<file path="config.mk">
export PLATFORM = sky130hd
export DESIGN_NAME = divider_arbiter_flat
export DESIGN_NICKNAME = d
export VERILOG_FILES = /design/src/rtl/divider_arbiter_if.sv /design/src/rtl/divider_arbiter.sv /design/src/flat_wrapper.sv
export SDC_FILE = /design/constraint.sdc
export NUM_CORES = 1
export LEC_CHECK = 0
export BUFFER_PORTS_ARGS = -buffer_cell sky130_fd_sc_hd__buf_2
export CORE_MARGIN = 2
export CORE_UTILIZATION = 45
export DETAILED_ROUTE_END_ITERATION = 16
export GPL_ROUTABILITY_DRIVEN = 0
export PLACE_DENSITY = 0.76
export SLEW_MARGIN = 20
export SYNTH_ARGS = -nofsm -noshare
export SYNTH_HDL_FRONTEND = slang
export SYNTH_SLANG_ARGS = --single-unit
</file>
<file path="constraint.sdc">
create_clock -name clk -period 7.05 [get_ports clk]
set_input_delay 0 -clock clk [delete_from_list [all_inputs] [get_ports clk]]
set_output_delay 0 -clock clk [all_outputs]
set_load 0.02 [all_outputs]
</file>
<file path="src/rtl/divider_arbiter_if.sv">
// Requester-side and divider-side signals of the shared-divider arbiter.
// slave is the arbiter's view; master is the view of the requesters and divider.
interface divider_arbiter_if #(
    parameter int unsigned n        = 8,
    parameter int unsigned NREQ     = 4,
    parameter int unsigned log2nreq = 2
);
    logic [NREQ-1:0]     req;
    logic [NREQ*n-1:0]   dividend_in;
    logic [NREQ*n-1:0]   divisor_in;
    logic [NREQ-1:0]     resp_valid;
    logic [n-1:0]        quotient_out;
    logic [n-1:0]        remainder_out;
    logic                div_by_zero;
    logic                busy;
    logic [log2nreq-1:0] grant_id;
    logic                div_go;
    logic [n-1:0]        div_dividend;
    logic [n-1:0]        div_divisor;
    logic [n-1:0]        div_quotient;
    logic [n-1:0]        div_remainder;
    logic                div_done;

    modport slave (
        input  req, dividend_in, divisor_in,
        input  div_quotient, div_remainder, div_done,
        output resp_valid, quotient_out, remainder_out, div_by_zero, busy, grant_id,
        output div_go, div_dividend, div_divisor
    );

    modport master (
        output req, dividend_in, divisor_in,
        output div_quotient, div_remainder, div_done,
        input  resp_valid, quotient_out, remainder_out, div_by_zero, busy, grant_id,
        input  div_go, div_dividend, div_divisor
    );
endinterface

</file>
<file path="src/rtl/divider_arbiter.sv">
// Round-robin sharing of one serial go/done divider among NREQ requesters,
// with local divide-by-zero handling and a one-cycle per-requester result strobe.
module divider_arbiter #(
    parameter int unsigned n        = 8,
    parameter int unsigned NREQ     = 4,
    parameter int unsigned log2nreq = 2
) (
    input  logic              clk,
    input  logic              reset,
    input  logic              clken,
    divider_arbiter_if.slave  bus
);
    typedef enum logic [1:0] {
        S_IDLE = 2'd0,
        S_GO   = 2'd1,
        S_DROP = 2'd2,
        S_RESP = 2'd3
    } state_t;

    state_t              r_state;
    logic [log2nreq-1:0] r_ptr;
    logic [log2nreq-1:0] r_grant_id;
    logic [NREQ-1:0]     r_resp_valid;
    logic [n-1:0]        r_quotient;
    logic [n-1:0]        r_remainder;
    logic [n-1:0]        r_div_dividend;
    logic [n-1:0]        r_div_divisor;
    logic                r_div_by_zero;
    logic                r_busy;
    logic                r_div_go;

    logic [n-1:0]        w_dvd_arr [NREQ];
    logic [n-1:0]        w_dvs_arr [NREQ];
    logic                w_found;
    logic [log2nreq-1:0] w_winner;
    logic [n-1:0]        w_dividend;
    logic [n-1:0]        w_divisor;

    // Unpack the per-requester operand buses.
    for (genvar k = 0; k < NREQ; k++) begin : g_unpack
        assign w_dvd_arr[k] = bus.dividend_in[k*n +: n];
        assign w_dvs_arr[k] = bus.divisor_in[k*n +: n];
    end

    // First request at or above r_ptr, wrapping modulo NREQ.
    always_comb begin
        w_found  = 1'b0;
        w_winner = '0;
        for (int unsigned i = 0; i < NREQ; i++) begin
            if (!w_found && bus.req[log2nreq'((32'(r_ptr) + i) % NREQ)]) begin
                w_found  = 1'b1;
                w_winner = log2nreq'((32'(r_ptr) + i) % NREQ);
            end
        end
    end

    assign w_dividend = w_dvd_arr[w_winner];
    assign w_divisor  = w_dvs_arr[w_winner];

    always_ff @(posedge clk or posedge reset) begin
        if (reset) begin
            r_state        <= S_IDLE;
            r_ptr          <= '0;
            r_grant_id     <= '0;
            r_resp_valid   <= '0;
            r_quotient     <= '0;
            r_remainder    <= '0;
            r_div_dividend <= '0;
            r_div_divisor  <= '0;
            r_div_by_zero  <= 1'b0;
            r_busy         <= 1'b0;
            r_div_go       <= 1'b0;
        end else if (clken) begin
            case (r_state)
                S_IDLE: begin
                    r_resp_valid <= '0;
                    if (w_found) begin
                        r_grant_id     <= w_winner;
                        r_div_dividend <= w_dividend;
                        r_div_divisor  <= w_divisor;
                        r_busy         <= 1'b1;
                        // Zero divisor is answered locally and skips the divider.
                        if (w_divisor == '0) begin
                            r_quotient    <= '1;
                            r_remainder   <= w_dividend;
                            r_div_by_zero <= 1'b1;
                            r_resp_valid  <= NREQ'(1) << w_winner;
                            r_state       <= S_RESP;
                        end else begin
                            r_div_by_zero <= 1'b0;
                            r_div_go      <= 1'b1;
                            r_state       <= S_GO;
                        end
                    end
                end
                S_GO: begin
                    if (bus.div_done) begin
                        r_quotient  <= bus.div_quotient;
                        r_remainder <= bus.div_remainder;
                        r_div_go    <= 1'b0;
                        r_state     <= S_DROP;
                    end
                end
                S_DROP: begin
                    r_resp_valid <= NREQ'(1) << r_grant_id;
                    r_state      <= S_RESP;
                end
                S_RESP: begin
                    r_resp_valid <= '0;
                    r_busy       <= 1'b0;
                    r_ptr        <= log2nreq'((32'(r_grant_id) + 32'd1) % NREQ);
                    r_state      <= S_IDLE;
                end
                default: begin
                    r_div_go     <= 1'b0;
                    r_resp_valid <= '0;
                    r_busy       <= 1'b0;
                    r_state      <= S_IDLE;
                end
            endcase
        end
    end

    assign bus.resp_valid    = r_resp_valid;
    assign bus.quotient_out  = r_quotient;
    assign bus.remainder_out = r_remainder;
    assign bus.div_by_zero   = r_div_by_zero;
    assign bus.busy          = r_busy;
    assign bus.grant_id      = r_grant_id;
    assign bus.div_go        = r_div_go;
    assign bus.div_dividend  = r_div_dividend;
    assign bus.div_divisor   = r_div_divisor;
endmodule

</file>
<file path="src/flat_wrapper.sv">
// flat-port wrapper written by rule: the top's interface ports become plain ports
module divider_arbiter_flat 
#(
    parameter int unsigned n        = 8,
    parameter int unsigned NREQ     = 4,
    parameter int unsigned log2nreq = 2
)
  (clk, reset, clken, bus_req, bus_dividend_in, bus_divisor_in, bus_div_quotient, bus_div_remainder, bus_div_done, bus_resp_valid, bus_quotient_out, bus_remainder_out, bus_div_by_zero, bus_busy, bus_grant_id, bus_div_go, bus_div_dividend, bus_div_divisor);
  divider_arbiter_if #(.n(n), .NREQ(NREQ), .log2nreq(log2nreq)) bus_i ();
  input  logic clk;
  input  logic reset;
  input  logic clken;
  input wire logic [$bits(bus_i.req)-1:0] bus_req;
  input wire logic [$bits(bus_i.dividend_in)-1:0] bus_dividend_in;
  input wire logic [$bits(bus_i.divisor_in)-1:0] bus_divisor_in;
  input wire logic [$bits(bus_i.div_quotient)-1:0] bus_div_quotient;
  input wire logic [$bits(bus_i.div_remainder)-1:0] bus_div_remainder;
  input wire logic [$bits(bus_i.div_done)-1:0] bus_div_done;
  output wire logic [$bits(bus_i.resp_valid)-1:0] bus_resp_valid;
  output wire logic [$bits(bus_i.quotient_out)-1:0] bus_quotient_out;
  output wire logic [$bits(bus_i.remainder_out)-1:0] bus_remainder_out;
  output wire logic [$bits(bus_i.div_by_zero)-1:0] bus_div_by_zero;
  output wire logic [$bits(bus_i.busy)-1:0] bus_busy;
  output wire logic [$bits(bus_i.grant_id)-1:0] bus_grant_id;
  output wire logic [$bits(bus_i.div_go)-1:0] bus_div_go;
  output wire logic [$bits(bus_i.div_dividend)-1:0] bus_div_dividend;
  output wire logic [$bits(bus_i.div_divisor)-1:0] bus_div_divisor;
  assign bus_i.req = bus_req;
  assign bus_i.dividend_in = bus_dividend_in;
  assign bus_i.divisor_in = bus_divisor_in;
  assign bus_i.div_quotient = bus_div_quotient;
  assign bus_i.div_remainder = bus_div_remainder;
  assign bus_i.div_done = bus_div_done;
  assign bus_resp_valid = bus_i.resp_valid;
  assign bus_quotient_out = bus_i.quotient_out;
  assign bus_remainder_out = bus_i.remainder_out;
  assign bus_div_by_zero = bus_i.div_by_zero;
  assign bus_busy = bus_i.busy;
  assign bus_grant_id = bus_i.grant_id;
  assign bus_div_go = bus_i.div_go;
  assign bus_div_dividend = bus_i.div_dividend;
  assign bus_div_divisor = bus_i.div_divisor;
  divider_arbiter #(.n(n), .NREQ(NREQ), .log2nreq(log2nreq)) u_core (.clk(clk), .reset(reset), .clken(clken), .bus(bus_i));
endmodule
</file>
==> qor.yml, run 1 <==
timing:
  fmaxAchievable_mhz: 307
  slew_viol_final: 0
  hold_viol_final: 0
  slew_headroom_pct: 28.3
  finalSetupViolations: 0
  setup_tns_ns: 0
  finalCritPeriodShare_pct: 46.2
  skew_ns: 0.00307
  worstMarginPinSlew_ns: 1.07
  rsz0062_at_grt: "false"
  period_minus_slack_ns: 3.26
clock_tree:
  htreeDepth: 2
  clkTransAtPathRegs_ns: 0.08
  cts_buffer_depth: 2
  cts_tree: "built"
  root_buffer: "clkbuf_8"
  cts_num_sinks: 45
  clk-insertion-delay-late_ns: 0.30
  cts_buffers: 5
  postCtsHoldBufs: 4
  cts_setup_buffers: 0
  ctsResizeCount: 0
grt:
  grt_usage_pct: 23.4
  grt_start_max_net_pins: 46
  grt_pass1_vias: 2837
  antenna_found_initial: 0
  grt_pass1_wl_microns: 13500
  grt.overflow.total: 0
floorplanning:
  initial_utilization_pct: 46.9
  fp.dieArea_sq_um: 7320
  core-area_sq_um: 6390
  rows: 29
  die_x_microns: 85.6
  die_y_microns: 85.6
  io-pin-count: 129
placement:
  io_buffers: 128
  placed_cells: 518
  hpwl_microns: 6740
drt:
  viasPerCell: 5.76
  drcViolationCount: 0
  postRouteAntennaNets: 0
  wl_microns: 8760
  via_count: 3054
  drtPass1Iterations: 4
  drtIter0Drc: 223
  wl_per_cell_microns: 16.5
synthesis:
  synth_nets: 429
  synth_cell_types: 45
  synth_area_sq_um: 2990
  netlist_instances: 332
  ys.warnings.count: 0
  yosysSeqAreaShare_pct: 37.6
  avgSynthCellArea_sq_um: 9.02
  synth-edff-count: 0
  async_reset_ff_share_pct: 100
  synth_ff_type: "dfrtp_1"
  synth_seq_cells: 45
critical_path:
  worstSetupPathType: "register to register"
  required_ns: 7.21
  setup.worst_path.start_class: "register"
  cp_max_fo: 29
  end_kind: "register"
  worstPathArrival_ns: 3.42
finish:
  final_cell_mix: "buf_2 (128), nand2_1 (55), dfrtp_1 (45)"
  antenna_cells: 0
  drive_gt1_share_pct: 35.8
  final_nets: 549
  final_cells: 530
  mostFrequentLayoutCell: "buf_2"
  area_growth_pct: 26.1
  fillCellCount: 586
pwr:
  p_leak_nw: 1.82
  irDropWorstVdd_v: 0.000197
  power_density_nw_per_um2: 415
status:
  status: "finished clean"
run:
  drv_cap: 0
min_path:
  hp-class: "primary input to register"
[cell type report]
type | instances | area (sq um) | share of cell area (%)
Multi-Input combinational cell | 250 | 1710 | 45.4
Timing Repair Buffer | 134 | 696 | 18.4
Sequential cell | 45 | 1130 | 29.8
Inverter | 16 | 60.1 | 1.59
Clock buffer | 6 | 72.6 | 1.92
Clock inverter | 2 | 10.0 | 0.265
Tap cell | 77 | 96.3 | 2.55
[metal layers]
metal / part of all wire, % / routed length, microns / track usage [%]
met1: 44 / 3840 / 32.1
met2: 47 / 4100 / 37.9
met3: 8.7 / 760 / 4.91
met4: 0.64 / 56 / 6.06
met5: 0 / 0 / 0
[per-stage QoR]
stage | power [mW] | util, % | cell area (sq um) | setup WS (ns) | hold WS [ns]
finish | 1.57 | 59.1 | 3770 | 3.79 | 0.0174
global route | 1.69 | 59.1 | 3770 | 3.54 | 0.0191
CTS | 1.57 | 59.1 | 3770 | 3.80 | 0.00270
detailed placement | 1.41 | 57.2 | 3650 | 3.79 | 0.289
global placement | 1.38 | 57.2 | 3650 | 4.00 | 0.268
floorplan | 1.13 | - | 2990 | 4.69 | 0.171
[sequential cells by signal, summed over array words and instances (netlist names)]
name / count
u_core.bus.remainder_out: 8
u_core.bus.resp_valid: 4
u_core.r_state: 2
u_core.bus.grant_id: 2
u_core.r_ptr: 2
u_core.bus.busy: 1
u_core.bus.div_by_zero: 1
u_core.bus.div_go: 1
u_core.bus.quotient_out: 8
u_core.bus.div_dividend: 8
u_core.bus.div_divisor: 8
[worst max-delay path, stage by stage (launching register included)]
cell and delay [ns]:
dfrtp_1 0.42, nor2b_1 0.21, a311oi_4 0.10, nor2_4 0.75, mux2i_1 0.29, mux2_2 0.20
nand4_1 0.42, nor2_1 0.54, o211ai_1 0.18
[Yosys cell counts (6+ instances only)]
cell	instances	share of area, %
nor2_1	7	0.88
nor3b_1	6	1.5
a311o_1	8	2.7
a21oi_1	9	1.5
ha_1	9	3.8
nor4_1	11	2.3
clkbuf_1	12	1.5
a311oi_1	8	2.3
mux2_2	12	4.5
o22ai_1	8	1.7
nand2_1	55	6.9
inv_1	16	2.0
o21ai_0	34	5.7
mux2i_1	23	7.7
dfrtp_1	45	38
[power by group]
part / internal, mW / switching [mW] / total, mW
clock: 0.0688 / 0.0874 / 0.156
combinational: 0.357 / 0.579 / 0.936
sequential: 0.384 / 0.0889 / 0.473
[cells by family (layout without fill, tap and decap cells)]
group,Yosys count,after routing,synth area share (%)
flip-flops,45,45,37.6
AND/OR/NAND/NOR,104,104,17.0
adder cells (fa/ha/maj),9,9,3.76
multiplexers,35,35,12.2
buffers and inverters,37,158,5.52
AO/OA/AOI/OAI,102,102,23.9
[final timing paths]
check                                                  startpoint                                 endpoint  slack [ns]  depth (start not counted)
hold reg to reg            u_core.bus.div_dividend[3]$_DFFE_PP0P_   u_core.bus.div_dividend[3]$_DFFE_PP0P_        0.48                          2
max in group asynchronous                                   reset   u_core.bus.quotient_out[5]$_DFFE_PP0P_        6.00                          3
setup reg to reg                      u_core.r_ptr[0]$_DFFE_PP0P_  u_core.bus.remainder_out[7]$_DFFE_PP0P_        3.79                          8
min in group asynchronous                                   reset    u_core.bus.div_divisor[5]$_DFFE_PP0P_        0.46                          3
setup / recovery                      u_core.r_ptr[0]$_DFFE_PP0P_  u_core.bus.remainder_out[7]$_DFFE_PP0P_        3.79                          8
hold / removal                               bus_div_remainder[1]  u_core.bus.remainder_out[1]$_DFFE_PP0P_        0.02                          3
No activity file was read; power rests on OpenSTA's default activity.
==> run 2, diff against run 1 <==
==> constraint.sdc (replaced) <==
create_clock -name clk -period 3.2 [get_ports clk]
set_input_delay 0 -clock clk [delete_from_list [all_inputs] [get_ports clk]]
set_output_delay 0 -clock clk [all_outputs]
set_load 0.02 [all_outputs]
==> run 2 against run 1 <==
Total power grew 120%. Count of clock-buffer cells in the layout stayed put. Combinational power rose by 120%. Critical path depth stayed put. Critical path type unchanged. Largest cell class unchanged.
==> qor.yml, run 2 (synthesized netlist as in run 1, its figures left out) <==
status:
  status: "finished clean"
grt:
  antenna_found_initial: 0  # unchanged
  grtUsageMet2_pct: 38.6  # +0.71 points
  grt.overflow.total: 0  # unchanged
  grt_start_max_net_pins: 46  # unchanged
  grt_use_met3_pct: 5.87  # +0.96 points
  grt_pass1_vias: 2913  # +2.7%
  busiest_layer: "met2"
  grt_pass1_wl_microns: 13900  # +2.3%
  grt_usage_pct: 23.7  # +0.31 points
  use_met1_pct: 32.2  # +0.057 points
clock_tree:
  htreeDepth: 2  # unchanged
  cts_tree: "built"
  ctsResizeCount: 0  # unchanged
  postCtsHoldBufs: 2  # -2
  clk-insertion-delay-late_ns: 0.30  # about the same
  clkTransAtPathRegs_ns: 0.09  # about the same
  cts_setup_buffers: 0  # unchanged
  cts_num_sinks: 45  # unchanged
  root_buffer: "clkbuf_8"
  cts_buffers: 5  # unchanged
  cts_buffer_depth: 2  # unchanged
critical_path:
  worstSetupPathType: "register to register"
  cp_max_fo: 17  # -41%
  worstPathArrival_ns: 3.06  # -0.36 ns
  setup.worst_path.start_class: "register"
  end_kind: "register"
  required_ns: 3.38  # -3.83 ns
finish:
  final_nets: 555  # +1.1%
  final_util_pct: 59.8  # +0.71 points
  antenna_cells: 0  # unchanged
  fillCellCount: 556  # -5.1%
  drive_gt1_share_pct: 37.0  # +1.3 points
  regArea_sq_um: 1130  # unchanged
  multi_input_area_sq_um: 1710  # unchanged
  final_cell_mix: "buf_2 (128), nand2_1 (55), dfrtp_1 (45)"
  mostFrequentLayoutCell: "buf_2"
  area_growth_pct: 27.6
timing:
  slew_viol_final: 0  # unchanged
  skew_ns: 0.00547  # +0.00240 ns
  worstMarginPinSlew_ns: 0.957  # -0.109 ns
  period_minus_slack_ns: 2.88  # -0.383 ns
  finalCritPeriodShare_pct: 89.9  # +44 points
  hold_viol_final: 0  # unchanged
  layout_setup_ws_ns: 0.323  # -3.47 ns
  rsz0062_at_grt: "false"
  finalSetupViolations: 0  # unchanged
  slew_headroom_pct: 36.1  # +7.8 points
  fmaxAchievable_mhz: 348  # +13%
  setup_tns_ns: 0  # unchanged
pwr:
  power_density_nw_per_um2: 913  # +120%
  irDropWorstVdd_v: 0.000395  # +100%
  p_leak_nw: 1.84  # +1.3%
floorplanning:
  core-area_sq_um: 6390  # unchanged
  initial_utilization_pct: 46.9  # unchanged
  rows: 29  # unchanged
  die_y_microns: 85.6  # unchanged
  fp.dieArea_sq_um: 7320  # unchanged
  die_x_microns: 85.6  # unchanged
  io-pin-count: 129  # unchanged
drt:
  wl_microns: 8760  # about the same
  drcViolationCount: 0  # unchanged
  postRouteAntennaNets: 0  # unchanged
  drtPass1Iterations: 5  # +1
  via_count: 3074  # +0.65%
  viasPerCell: 5.74  # -0.47%
  wl_per_cell_microns: 16.3  # -1.1%
  drtIter0Drc: 185  # -17%
placement:
  hpwl_microns: 6820  # +1.2%
  dp_slack_ns: 0.352  # -3.44 ns
  io_buffers: 128  # unchanged
run:
  drv_cap: 0  # unchanged
min_path:
  hp-class: "primary input to register"
-- run 2: cell count changes in the layout (fill, tap and decap cells not counted) --
cell and change:
buf_4 +8, clkinv_2 -2, clkinvlp_4 +2, dlygate4sd3_1 -2
-- run 2: critical path: stages (launching register included) --
cell	delay, ns
dfrtp_1	0.42
nor2b_1	0.21
a311oi_4	0.11
nor2_4	0.52
mux2i_1	0.27
mux2_2	0.20
and4_1	0.41
nand2_4	0.21
o41ai_1	0.39
-- run 2: final cells by class --
cell class | instances | share of cell area, %
Timing Repair Buffer | 140 | 19.3
Inverter | 16 | 1.57
Clock buffer | 6 | 1.90
Sequential cell | 45 | 29.5
Multi-Input combinational cell | 250 | 44.9
Tap cell | 77 | 2.52
Clock inverter | 2 | 0.393
-- run 2: worst paths after layout --
check                                                               end                                   start  slack [ns]  cells after the start
worst max-delay path               u_core.bus.resp_valid[3]$_DFFE_PP0P_             u_core.r_ptr[0]$_DFFE_PP0P_        0.32                      8
worst min-delay path            u_core.bus.remainder_out[7]$_DFFE_PP0P_                    bus_div_remainder[7]        0.01                      3
worst max register to register     u_core.bus.resp_valid[3]$_DFFE_PP0P_             u_core.r_ptr[0]$_DFFE_PP0P_        0.32                      8
worst min register to register   u_core.bus.div_dividend[7]$_DFFE_PP0P_  u_core.bus.div_dividend[7]$_DFFE_PP0P_        0.48                      2
max in group asynchronous            u_core.bus.grant_id[1]$_DFFE_PP0P_                                   reset        2.14                      3
min in group asynchronous         u_core.bus.div_divisor[3]$_DFFE_PP0P_                                   reset        0.45                      3
-- run 2: power breakdown --
part / switching, mW / internal (mW)
Sequential: 0.204 / 0.846
Clock: 0.202 / 0.154
Combinational: 1.26 / 0.816
Total: 1.67 / 1.82
-- run 2: per-stage QoR --
step | hold slack (ns) | power, mW | std cells | cell area, sq um
6_report | 0.0121 | 3.49 | 536 | 3820
3_3_place_gp | 0.268 | 3.07 | 526 | 3710
4_1_cts | 0.000906 | 3.50 | 536 | 3820
2_1_floorplan | 0.171 | 2.49 | 332 | 2990
3_5_place_dp | 0.269 | 3.14 | 526 | 3710
5_1_grt | 0.0260 | 3.75 | 536 | 3820
-- run 2: routing by layer --
metal | wire length, microns | share of wire [%]
met3 | 813 | 9.3
met2 | 4080 | 47
met1 | 3780 | 43
met5 | 0 | 0
met4 | 84 | 0.96
